`src/rtl/addsub_seq_pkg.sv`:
```
// Shared types for the iterative adder/subtractor: op codes, FSM states, modes.
// ADDSUB_ABS_EN enables the abs-difference SWAP pass.
package addsub_seq_pkg;

  typedef enum logic [1:0] {
    OP_ADD = 2'b00,
    OP_SUB = 2'b01,
    OP_ABS = 2'b10,
    OP_RSV = 2'b11
  } op_e;

  typedef enum logic [1:0] {
    S_IDLE = 2'd0,
    S_RUN  = 2'd1,
`ifdef ADDSUB_ABS_EN
    S_SWAP = 2'd2,
`endif
    S_DONE = 2'd3
  } state_e;

  typedef enum logic [1:0] {
    MODE_ADD = 2'd0,
    MODE_SUB = 2'd1,
    MODE_ABS = 2'd2
  } mode_e;

  // Reserved op folds into add; abs collapses to sub when the swap pass is absent.
  function automatic mode_e decode_op(op_e op);
    case (op)
      OP_SUB:  return MODE_SUB;
`ifdef ADDSUB_ABS_EN
      OP_ABS:  return MODE_ABS;
`else
      OP_ABS:  return MODE_SUB;
`endif
      default: return MODE_ADD;
    endcase
  endfunction

  function automatic int unsigned cnt_width(int unsigned n);
    return (n > 1) ? $clog2(n) : 1;
  endfunction

endpackage

```
`src/rtl/addsub_seq_if.sv`:
```
// Request/result bundle for addsub_seq; master issues start/op/a/b, slave returns results.
interface addsub_seq_if #(parameter int unsigned WIDTH = 32);
  logic             start;
  logic [1:0]       op;
  logic [WIDTH-1:0] a;
  logic [WIDTH-1:0] b;
  logic             busy;
  logic             done;
  logic [WIDTH-1:0] s;
  logic             co;
  logic             ov;
  logic             zero;

  modport master (
    output start, op, a, b,
    input  busy, done, s, co, ov, zero
  );

  modport slave (
    input  start, op, a, b,
    output busy, done, s, co, ov, zero
  );
endinterface

```
`src/rtl/addsub_seq_adder_chunk.sv`:
```
// Combinational ripple-carry slice of CHUNK full adders; c_msb is the carry
// into the top bit so the caller can form signed overflow.
module adder_chunk #(
  parameter int unsigned CHUNK = 4
) (
  input  logic [CHUNK-1:0] a,
  input  logic [CHUNK-1:0] b,
  input  logic             ci,
  output logic [CHUNK-1:0] s,
  output logic             co,
  output logic             c_msb
);

  logic c;

  always_comb begin
    c     = ci;
    s     = '0;
    c_msb = ci;
    for (int unsigned i = 0; i < CHUNK; i++) begin
      if (i == CHUNK - 1) c_msb = c;
      s[i] = a[i] ^ b[i] ^ c;
      c    = (a[i] & b[i]) | (c & (a[i] ^ b[i]));
    end
    co = c;
  end

endmodule

```
`src/rtl/addsub_seq.sv`:
```
// Multi-cycle add/sub/abs-diff unit: CHUNK bits per cycle, start/done handshake.
// Define ADDSUB_ABS_EN to enable |a-b| via a second (SWAP) pass.
module addsub_seq
  import addsub_seq_pkg::*;
#(
  parameter int unsigned WIDTH = 32,
  parameter int unsigned CHUNK = 4
) (
  input  logic        clk,
  input  logic        rst,
  addsub_seq_if.slave bus
);

  localparam int unsigned N  = WIDTH / CHUNK;
  localparam int unsigned CW = cnt_width(N);

  state_e           state_q, state_d;
  mode_e            mode_q, mode_d;
  logic [WIDTH-1:0] a_q, a_d;
  logic [WIDTH-1:0] b_q, b_d;
  logic [WIDTH-1:0] res_q, res_d;
  logic             carry_q, carry_d;
  logic [CW-1:0]    cnt_q, cnt_d;
  logic [WIDTH-1:0] s_q, s_d;
  logic             co_q, co_d;
  logic             ov_q, ov_d;
  logic             zero_q, zero_d;

  logic [CHUNK-1:0] ca, cb, csum;
  logic             cco, cmsb;
  logic [WIDTH-1:0] res_next;
  logic             last;

  adder_chunk #(.CHUNK(CHUNK)) u_chunk (
    .a    (ca),
    .b    (cb),
    .ci   (carry_q),
    .s    (csum),
    .co   (cco),
    .c_msb(cmsb)
  );

  always_comb begin
    ca = a_q[CHUNK-1:0];
    cb = b_q[CHUNK-1:0];
`ifdef ADDSUB_ABS_EN
    if (state_q == S_SWAP) begin
      ca = b_q[CHUNK-1:0];
      cb = a_q[CHUNK-1:0];
    end
`endif
    if (mode_q != MODE_ADD) cb = ~cb;
    res_next = (res_q >> CHUNK) | (WIDTH'(csum) << (WIDTH - CHUNK));
    last     = (cnt_q == CW'(N - 1));
  end

  // Operands rotate rather than shift, so after one pass they are intact for the swap pass.
  always_comb begin
    state_d = state_q;
    mode_d  = mode_q;
    a_d     = a_q;
    b_d     = b_q;
    res_d   = res_q;
    carry_d = carry_q;
    cnt_d   = cnt_q;
    s_d     = s_q;
    co_d    = co_q;
    ov_d    = ov_q;
    zero_d  = zero_q;

    case (state_q)
      S_IDLE: begin
        if (bus.start) begin
          state_d = S_RUN;
          mode_d  = decode_op(op_e'(bus.op));
          a_d     = bus.a;
          b_d     = bus.b;
          carry_d = (decode_op(op_e'(bus.op)) != MODE_ADD);
          cnt_d   = '0;
          res_d   = '0;
          s_d     = '0;
          co_d    = 1'b0;
          ov_d    = 1'b0;
          zero_d  = 1'b0;
        end
      end

      S_RUN: begin
        a_d     = (a_q >> CHUNK) | (a_q << (WIDTH - CHUNK));
        b_d     = (b_q >> CHUNK) | (b_q << (WIDTH - CHUNK));
        res_d   = res_next;
        carry_d = cco;
        cnt_d   = cnt_q + CW'(1);
        if (last) begin
          cnt_d   = '0;
          state_d = S_DONE;
          s_d     = res_next;
          co_d    = cco;
          ov_d    = (mode_q == MODE_ABS) ? 1'b0 : (cmsb ^ cco);
          zero_d  = (res_next == '0);
`ifdef ADDSUB_ABS_EN
          if (mode_q == MODE_ABS && !cco) begin
            state_d = S_SWAP;
            carry_d = 1'b1;
            res_d   = '0;
            s_d     = s_q;
            co_d    = co_q;
            ov_d    = ov_q;
            zero_d  = zero_q;
          end
`endif
        end
      end

`ifdef ADDSUB_ABS_EN
      S_SWAP: begin
        a_d     = (a_q >> CHUNK) | (a_q << (WIDTH - CHUNK));
        b_d     = (b_q >> CHUNK) | (b_q << (WIDTH - CHUNK));
        res_d   = res_next;
        carry_d = cco;
        cnt_d   = cnt_q + CW'(1);
        if (last) begin
          cnt_d   = '0;
          state_d = S_DONE;
          s_d     = res_next;
          co_d    = 1'b0;
          ov_d    = 1'b0;
          zero_d  = (res_next == '0);
        end
      end
`endif

      S_DONE:  state_d = S_IDLE;
      default: state_d = S_IDLE;
    endcase
  end

  always_ff @(posedge clk) begin
    if (rst) begin
      state_q <= S_IDLE;
      mode_q  <= MODE_ADD;
      a_q     <= '0;
      b_q     <= '0;
      res_q   <= '0;
      carry_q <= 1'b0;
      cnt_q   <= '0;
      s_q     <= '0;
      co_q    <= 1'b0;
      ov_q    <= 1'b0;
      zero_q  <= 1'b0;
    end else begin
      state_q <= state_d;
      mode_q  <= mode_d;
      a_q     <= a_d;
      b_q     <= b_d;
      res_q   <= res_d;
      carry_q <= carry_d;
      cnt_q   <= cnt_d;
      s_q     <= s_d;
      co_q    <= co_d;
      ov_q    <= ov_d;
      zero_q  <= zero_d;
    end
  end

  assign bus.busy = (state_q != S_IDLE);
  assign bus.done = (state_q == S_DONE);
  assign bus.s    = s_q;
  assign bus.co   = co_q;
  assign bus.ov   = ov_q;
  assign bus.zero = zero_q;

endmodule
```
`src/flat_wrapper.sv`:
```
// flat-port wrapper written by rule: the top's interface ports become plain ports
module addsub_seq_flat import addsub_seq_pkg::*;
#(
  parameter int unsigned WIDTH = 32,
  parameter int unsigned CHUNK = 4
)
  (clk, rst, bus_start, bus_op, bus_a, bus_b, bus_busy, bus_done, bus_s, bus_co, bus_ov, bus_zero);
  addsub_seq_if #(.WIDTH(WIDTH)) bus_i ();
  input  logic clk;
  input  logic rst;
  input wire logic [$bits(bus_i.start)-1:0] bus_start;
  input wire logic [$bits(bus_i.op)-1:0] bus_op;
  input wire logic [$bits(bus_i.a)-1:0] bus_a;
  input wire logic [$bits(bus_i.b)-1:0] bus_b;
  output wire logic [$bits(bus_i.busy)-1:0] bus_busy;
  output wire logic [$bits(bus_i.done)-1:0] bus_done;
  output wire logic [$bits(bus_i.s)-1:0] bus_s;
  output wire logic [$bits(bus_i.co)-1:0] bus_co;
  output wire logic [$bits(bus_i.ov)-1:0] bus_ov;
  output wire logic [$bits(bus_i.zero)-1:0] bus_zero;
  assign bus_i.start = bus_start;
  assign bus_i.op = bus_op;
  assign bus_i.a = bus_a;
  assign bus_i.b = bus_b;
  assign bus_busy = bus_i.busy;
  assign bus_done = bus_i.done;
  assign bus_s = bus_i.s;
  assign bus_co = bus_i.co;
  assign bus_ov = bus_i.ov;
  assign bus_zero = bus_i.zero;
  addsub_seq #(.WIDTH(WIDTH), .CHUNK(CHUNK)) u_core (.clk(clk), .rst(rst), .bus(bus_i));
endmodule
```
`config.mk`:
```
export PLATFORM = sky130hd
export DESIGN_NAME = addsub_seq_flat
export DESIGN_NICKNAME = d
export VERILOG_FILES = /design/src/rtl/addsub_seq_pkg.sv /design/src/rtl/addsub_seq_if.sv /design/src/rtl/addsub_seq_adder_chunk.sv /design/src/rtl/addsub_seq.sv /design/src/flat_wrapper.sv
export SDC_FILE = /design/constraint.sdc
export NUM_CORES = 1
export LEC_CHECK = 0
export BUFFER_PORTS_ARGS = -buffer_cell sky130_fd_sc_hd__clkbuf_2
export CORE_UTILIZATION = 37
export CTS_BUF_LIST = sky130_fd_sc_hd__clkbuf_16
export DETAILED_ROUTE_END_ITERATION = 8
export GPL_ROUTABILITY_DRIVEN = 0
export HOLD_SLACK_MARGIN = 0.06
export PLACE_DENSITY = 0.63
export SLEW_MARGIN = 0
export SYNTH_ARGS = -nofsm -noshare
export SYNTH_HDL_FRONTEND = slang
export SYNTH_SLANG_ARGS = --single-unit
```
`constraint.sdc`:
```
create_clock -name clk -period 8.4 [get_ports clk]
set_clock_uncertainty 0.1 [all_clocks]
set_input_delay 1.26 -clock clk [delete_from_list [all_inputs] [get_ports clk]]
set_output_delay 1.26 -clock clk [all_outputs]
set_load 0.05 [all_outputs]
```
Word level (Yosys, flattened, before mapping)
Cells that the tools add are included.
{ "totals": {"register_bits": 139, "latchBits": 0, "ramBits": 0, "rom_bits": 0, "input_bits": 69, "out_inout_bits": 37, "elab_cells": 84, "mem_count": 0} }
{ "op_classes": {"addsub": 1, "multipliers": 0, "n_div": 0, "magnitude_cmp": 0, "n_eq_ne": 8, "n_shift": 0, "mux": 28, "bitwise_logic": 25, "reduce_logical": 11} }
{ "ops": {"columns": ["op", "count"], "rows": [
  ["32-bit case mux with 2 select lines", 4],
  ["32-bit 2-to-1 mux", 4],
  ["28-bit by 32-bit bitwise OR with 32-bit output", 3],
  ["32-bit zero test", 1],
  ["1-bit XOR", 9],
  ["1-bit AND", 8],
  ["2-bit 2-to-1 mux", 4],
  ["1-bit case mux with 2 select lines", 4],
  ["2-bit nonzero test", 4],
  ["1-bit 2-to-1 mux", 7],
  ["2-bit == test (second input constant)", 3],
  ["3-bit 2-to-1 mux", 2],
  ["3-bit case mux with 2 select lines", 1],
  ["2-bit AND reduction", 3],
  ["2-bit by 1-bit == test with 1-bit output (second input constant)", 2],
  ["4-bit 2-to-1 mux", 1],
  ["4-bit NOT", 1],
  ["1-bit bitwise OR", 4],
  ["2-bit case mux with 2 select lines", 1],
  ["3-bit by 1-bit adder with 3-bit output (second input constant)", 1],
  ["3-bit == test (second input constant)", 1],
  ["3-bit AND reduction", 1],
  ["2-bit zero test", 1],
  ["2-bit by 1-bit inequality test with 1-bit output (second input constant)", 1],
  ["other kinds (2)", 2]
]} }

Longest topological paths before layout
{ "logic_depth": {"ltp_word": 15, "depth_mapped": 10, "depth_no_buf": 9} }

Modules after synthesis
A second synthesis with hierarchy kept.
{ "unflattened": {"hier_cells": 602, "hier_area_um2": 5424.0} }
{ "modules_own_cells": {"columns": ["mod", "n_inst", "cells_each", "area_per_inst_um2", "seq_area_each_um2"], "rows": [
  ["addsub_seq", 1, 590, 5313.8, 2682.6],
  ["adder_chunk", 1, 12, 110.1, 0.0]
]} }

Worst setup path before layout
Ideal clock, no wire load.
{ "synth_path": {"path_type": "register -> register", "startpoint": "register u_core.mode_q[0]", "endpoint": "register u_core.ov_q, in the netlist u_core.bus.ov", "setup_time_ns": 0.070, "t_arrival_ns": 2.686, "t_required_ns": 8.230, "setup_slack_ns": 5.544, "stages_incl_launch_ff": 11, "n_path_buf": 1, "synth_period_minus_slack_ns": 2.856, "path_cell_list": "dfxtp_1 -> clkbuf_1 -> xor2_1 -> fa_1 -> fa_1 -> inv_1 -> fa_1 -> fa_1 -> xnor2_1 -> or4_1 -> a21oi_1"} }
{ "synth_between": {"elab_chain_cells": 15, "word_cells_on_any_way": 23, "classes_between": "1 x eq/ne; 4 x mux; 17 x bitwise; 1 x reduce/logical"} }
{ "synth_lines": {"columns": ["item", "line", "text"], "rows": [
  ["from (decl)", "addsub_seq.sv:18", "mode_e mode_q, mode_d;"],
  ["from (signal assigned)", "addsub_seq.sv:153", "mode_q <= mode_d;"],
  ["2-bit nonzero test", "addsub_seq.sv:52", "if (mode_q != MODE_ADD) cb = ~cb;"],
  ["4-bit 2-to-1 mux", "addsub_seq.sv:52", null],
  ["1-bit XOR", "addsub_seq_adder_chunk.sv:23", "c = (a[i] & b[i]) | (c & (a[i] ^ b[i]));"],
  ["1-bit AND", "addsub_seq_adder_chunk.sv:23", null],
  ["1-bit bitwise OR", "addsub_seq_adder_chunk.sv:23", null],
  ["1-bit AND", "addsub_seq_adder_chunk.sv:23", null],
  ["1-bit bitwise OR", "addsub_seq_adder_chunk.sv:23", null],
  ["1-bit AND", "addsub_seq_adder_chunk.sv:23", null],
  ["1-bit bitwise OR", "addsub_seq_adder_chunk.sv:23", null],
  ["1-bit AND", "addsub_seq_adder_chunk.sv:23", null],
  ["1-bit bitwise OR", "addsub_seq_adder_chunk.sv:23", null],
  ["1-bit XOR", "addsub_seq.sv:99", "ov_d = (mode_q == MODE_ABS) ? 1'b0 : (cmsb ^ cco);"],
  ["1-bit 2-to-1 mux (*)", "addsub_seq.sv:99", null],
  ["1-bit 2-to-1 mux (*)", "addsub_seq.sv:94", "if (last) begin"],
  ["1-bit case mux with 2 select lines (*)", "addsub_seq.sv:71", "case (state_q)"],
  ["to (signal assigned)", "addsub_seq.sv:161", "ov_q <= ov_d;"],
  ["to (decl)", "addsub_seq.sv:26", "logic ov_q, ov_d;"]
]} }
Every way passes the cells marked *; elsewhere a longest branch is shown, timed or not. The select of a mux whose other input is x is not followed.
A chain may end at the register's enable or synchronous reset.

Worst setup path after layout
{ "layout_path": {"startpoint": "register u_core.state_q[1]", "endpoint": "output port bus_done"} }
{ "layout_between": {"elab_chain_cells": 1} }
{ "layout_lines": {"columns": ["item", "line", "text"], "rows": [
  ["from (decl)", "addsub_seq.sv:17", "state_e state_q, state_d;"],
  ["from (signal assigned)", "addsub_seq.sv:152", "state_q <= state_d;"],
  ["2-bit == test", "addsub_seq.sv:167", "assign bus.done = (state_q == S_DONE);"],
  ["to (decl)", "flat_wrapper.sv:16", "output wire logic [$bits(bus_i.done)-1:0] bus_done;"]
]} }
Every way passes these cells.

==> flow_summary.toml <==
[status]
outcome = "finished clean"

[global_routing]
met1_usage_pct = 24.5
grt_util_all_layers_pct = 18.0
maximum_number_of_pins_on_one_net_before_global_route_repair = 129
grt_pass1_vias = 4349
antenna_found_initial = 0
overflow = 0
grt_use_met3_pct = 4.57
grt.met2_usage_pct = 27.1
grt_pass1_wl_um = 21200
grt_busiest_layer = "met2"

[layout]
final_nets = 757
n_antenna_cell = 0
seq_cell_area_um2 = 2680
layout.cell_area.non_filler_um2 = 6450
area_growth_pct = 18.6
layout.core_utilization_pct = 45.8
drive_gt1_share_pct = 21.2
fillCellCount = 1383
area_of_combinational_cells_with_multiple_inputs_um2 = 2380

[flow_run]
max_cap_viol_count = 0

[synth]
synth_area_per_cell_um2 = 8.90
synth_most_common_cell = "sky130_fd_sc_hd__nand2_1"
mappedNetlistNets = 686
ys_async_sr_fraction_pct = 0
synth_edf_count = 0
largest_cells_by_area_after_synthesis = "sky130_fd_sc_hd__dfxtp_1 (49%), sky130_fd_sc_hd__a311oi_1 (10%), sky130_fd_sc_hd__nand2_1 (9.4%)"
mappedNetlistArea_um2 = 5440
synth_area_leader_cell = "sky130_fd_sc_hd__dfxtp_1"
ys.flop_type = "sky130_fd_sc_hd__dfxtp_1"
synth_top_area_share_pct = 49.3
yosys.cell_types.count = 41
ys_seq_area_share_pct = 49.3
synth_warnings = 0
post_synthesis_sequential_element_count = 134
syn-instance-count = 611
synth_top_cells_by_count = "sky130_fd_sc_hd__nand2_1 (136), sky130_fd_sc_hd__dfxtp_1 (134), sky130_fd_sc_hd__nor2_1 (97)"

[clock_tree]
cts_buffers = 17
root_buffer = "sky130_fd_sc_hd__clkbuf_16"
resized_after_cts = 0
insertion_delay_ns = 0.42
cts.hold.buffers_added = 0
htree_num_levels = 4
tritoncts_clock_tree = "built"
cts_buffer_depth = 2
clkSinkCount = 134
path_clk_slew_ns = 0.06
post_cts_buffers = 0

[drt]
post-route-drc-count = 0
drtAntennaViolNets = 0
avgRoutedWirePerCell_um = 14.8
drt_wl_total_um = 12900
dr.pass1.iters = 5
first_iter_violations = 305
avgViaCountPerCell = 5.33
vias = 4661

[critical_path]
end_kind = "output pin"
critical_path.max_stage_delay_ns = 0.79
worst-endpoint-required_ns = 7.04
cp_cell_sequence = "and2_1, clkbuf_2"
cp.arrival_ns = 1.71
worstSetupStartpointType = "flop"
cp_max_fo = 21
worst-setup-path-type = "flop to output pin"
setup_slack_reg_to_reg_ns = 5.45
worst_path_max_delay_cell = "sky130_fd_sc_hd__dfxtp_1"

[placed_design]
post_detail_place_hpwl_um = 8360
placed_area_um2 = 5860
placement.io_buffers = 105

[floorplanning]
core_um2 = 14100
placementRows = 43
effective_utilization_at_floorplan_pct = 38.6
fp.dieH_um = 123
die_width_um = 123
io-pin-count = 106
die-area_um2 = 15200

[sta]
final_cycle_share_pct = 36.6
achievable-frequency_ghz = 0.326
grt_setup_unrepaired = "false"
setup-tns-final_ns = 0
timing.max_slew.rel_slack_pct = 12.7
report.final.slew_viol_count = 0
final.hold.worst_slack_ns = 0.371
worst-slew-pin-transition_ns = 1.31
setup-violations-final = 0
hold_viol = 0
timing.final.crit_period_ns = 3.07

[pwr]
p_leak_nw = 2.67
powerDensity_nw_per_um2 = 243
irDropWorstVdd_mv = 0.174
totalPowerFinal_mw = 1.57

[min_path]
hp-class = "flop to flop"
## state kept, by name, summed over array words and instances (netlist names)
| register | count |
|---|---|
| u_core.bus.ov | 1 |
| u_core.a_q | 32 |
| u_core.bus.co | 1 |
| u_core.bus.s | 32 |
| u_core.b_q | 32 |
| u_core.res_q | 28 |
| u_core.cnt_q | 3 |
| u_core.state_q | 2 |
| u_core.carry_q | 1 |
| u_core.mode_q | 1 |
| u_core.bus.zero | 1 |
## cell type report
type                       instances  area share [%]
tap                              180            3.49
clock inverter                    15            2.54
inverter                           5           0.291
sequential                       134            41.6
timing repair buffer             109            8.65
clock buffer                      17            6.59
multi-input combinational        415            36.9
## final timing paths
path                           to               from  cells after the start
setup reg to reg  u_core.bus.zero   u_core.mode_q[0]                      9
setup / recovery         bus_done  u_core.state_q[1]                      2
hold / removal      u_core.bus.ov      u_core.bus.ov                      2
hold reg to reg     u_core.bus.ov      u_core.bus.ov                      2
## routing by layer
metal	routed length, µm	up-vias
met2	5750	148
met5	0	-
met4	170	0
met3	825	19
met1	6200	2184
li1	-	2310
## metrics by stage
step,setup WS [ns],std cells
after detailed placement,5.40,843
after global routing,5.23,875
final,5.33,875
after floorplan,5.54,611
after global placement,5.49,843
after CTS,5.33,875
## worst max-delay path: cells and delay by family (launching register included)
family	cells	cell delay, ns
buffers and inverters	1	0.27
and+or+nand+nor	1	0.23
DFF	1	0.79
## cell usage in the layout, fill, tap and decap left out, types with 5 or more instances in the layout
cell type,count
sky130_fd_sc_hd__buf_4,5
sky130_fd_sc_hd__a22o_1,23
sky130_fd_sc_hd__a21oi_1,11
sky130_fd_sc_hd__o21ai_0,10
sky130_fd_sc_hd__clkinvlp_4,5
sky130_fd_sc_hd__nor2_1,97
sky130_fd_sc_hd__clkbuf_16,17
sky130_fd_sc_hd__nand2_1,136
sky130_fd_sc_hd__dfxtp_1,134
sky130_fd_sc_hd__clkbuf_2,104
sky130_fd_sc_hd__nor4_1,6
sky130_fd_sc_hd__a22oi_1,29
sky130_fd_sc_hd__inv_1,5
sky130_fd_sc_hd__a311oi_1,64
## kinds of logic after synthesis
logic type | after synthesis | synth area share, %
and+or+nand+nor | 256 | 19.2
AOI/OAI and AO/OA | 146 | 21.4
DFF | 134 | 49.3
buffers and inverters | 62 | 7.04
xor gates and xnor gates | 6 | 0.966
adders and majority gates | 6 | 1.93
muxes | 1 | 0.184
## where the power goes
group / total (mW) / switching, mW / internal (mW)
logic: 0.143 / 0.0853 / 0.0581
clock network: 0.736 / 0.275 / 0.461
registers: 0.689 / 0.0218 / 0.667
Power figures use the tool's default switching activity.
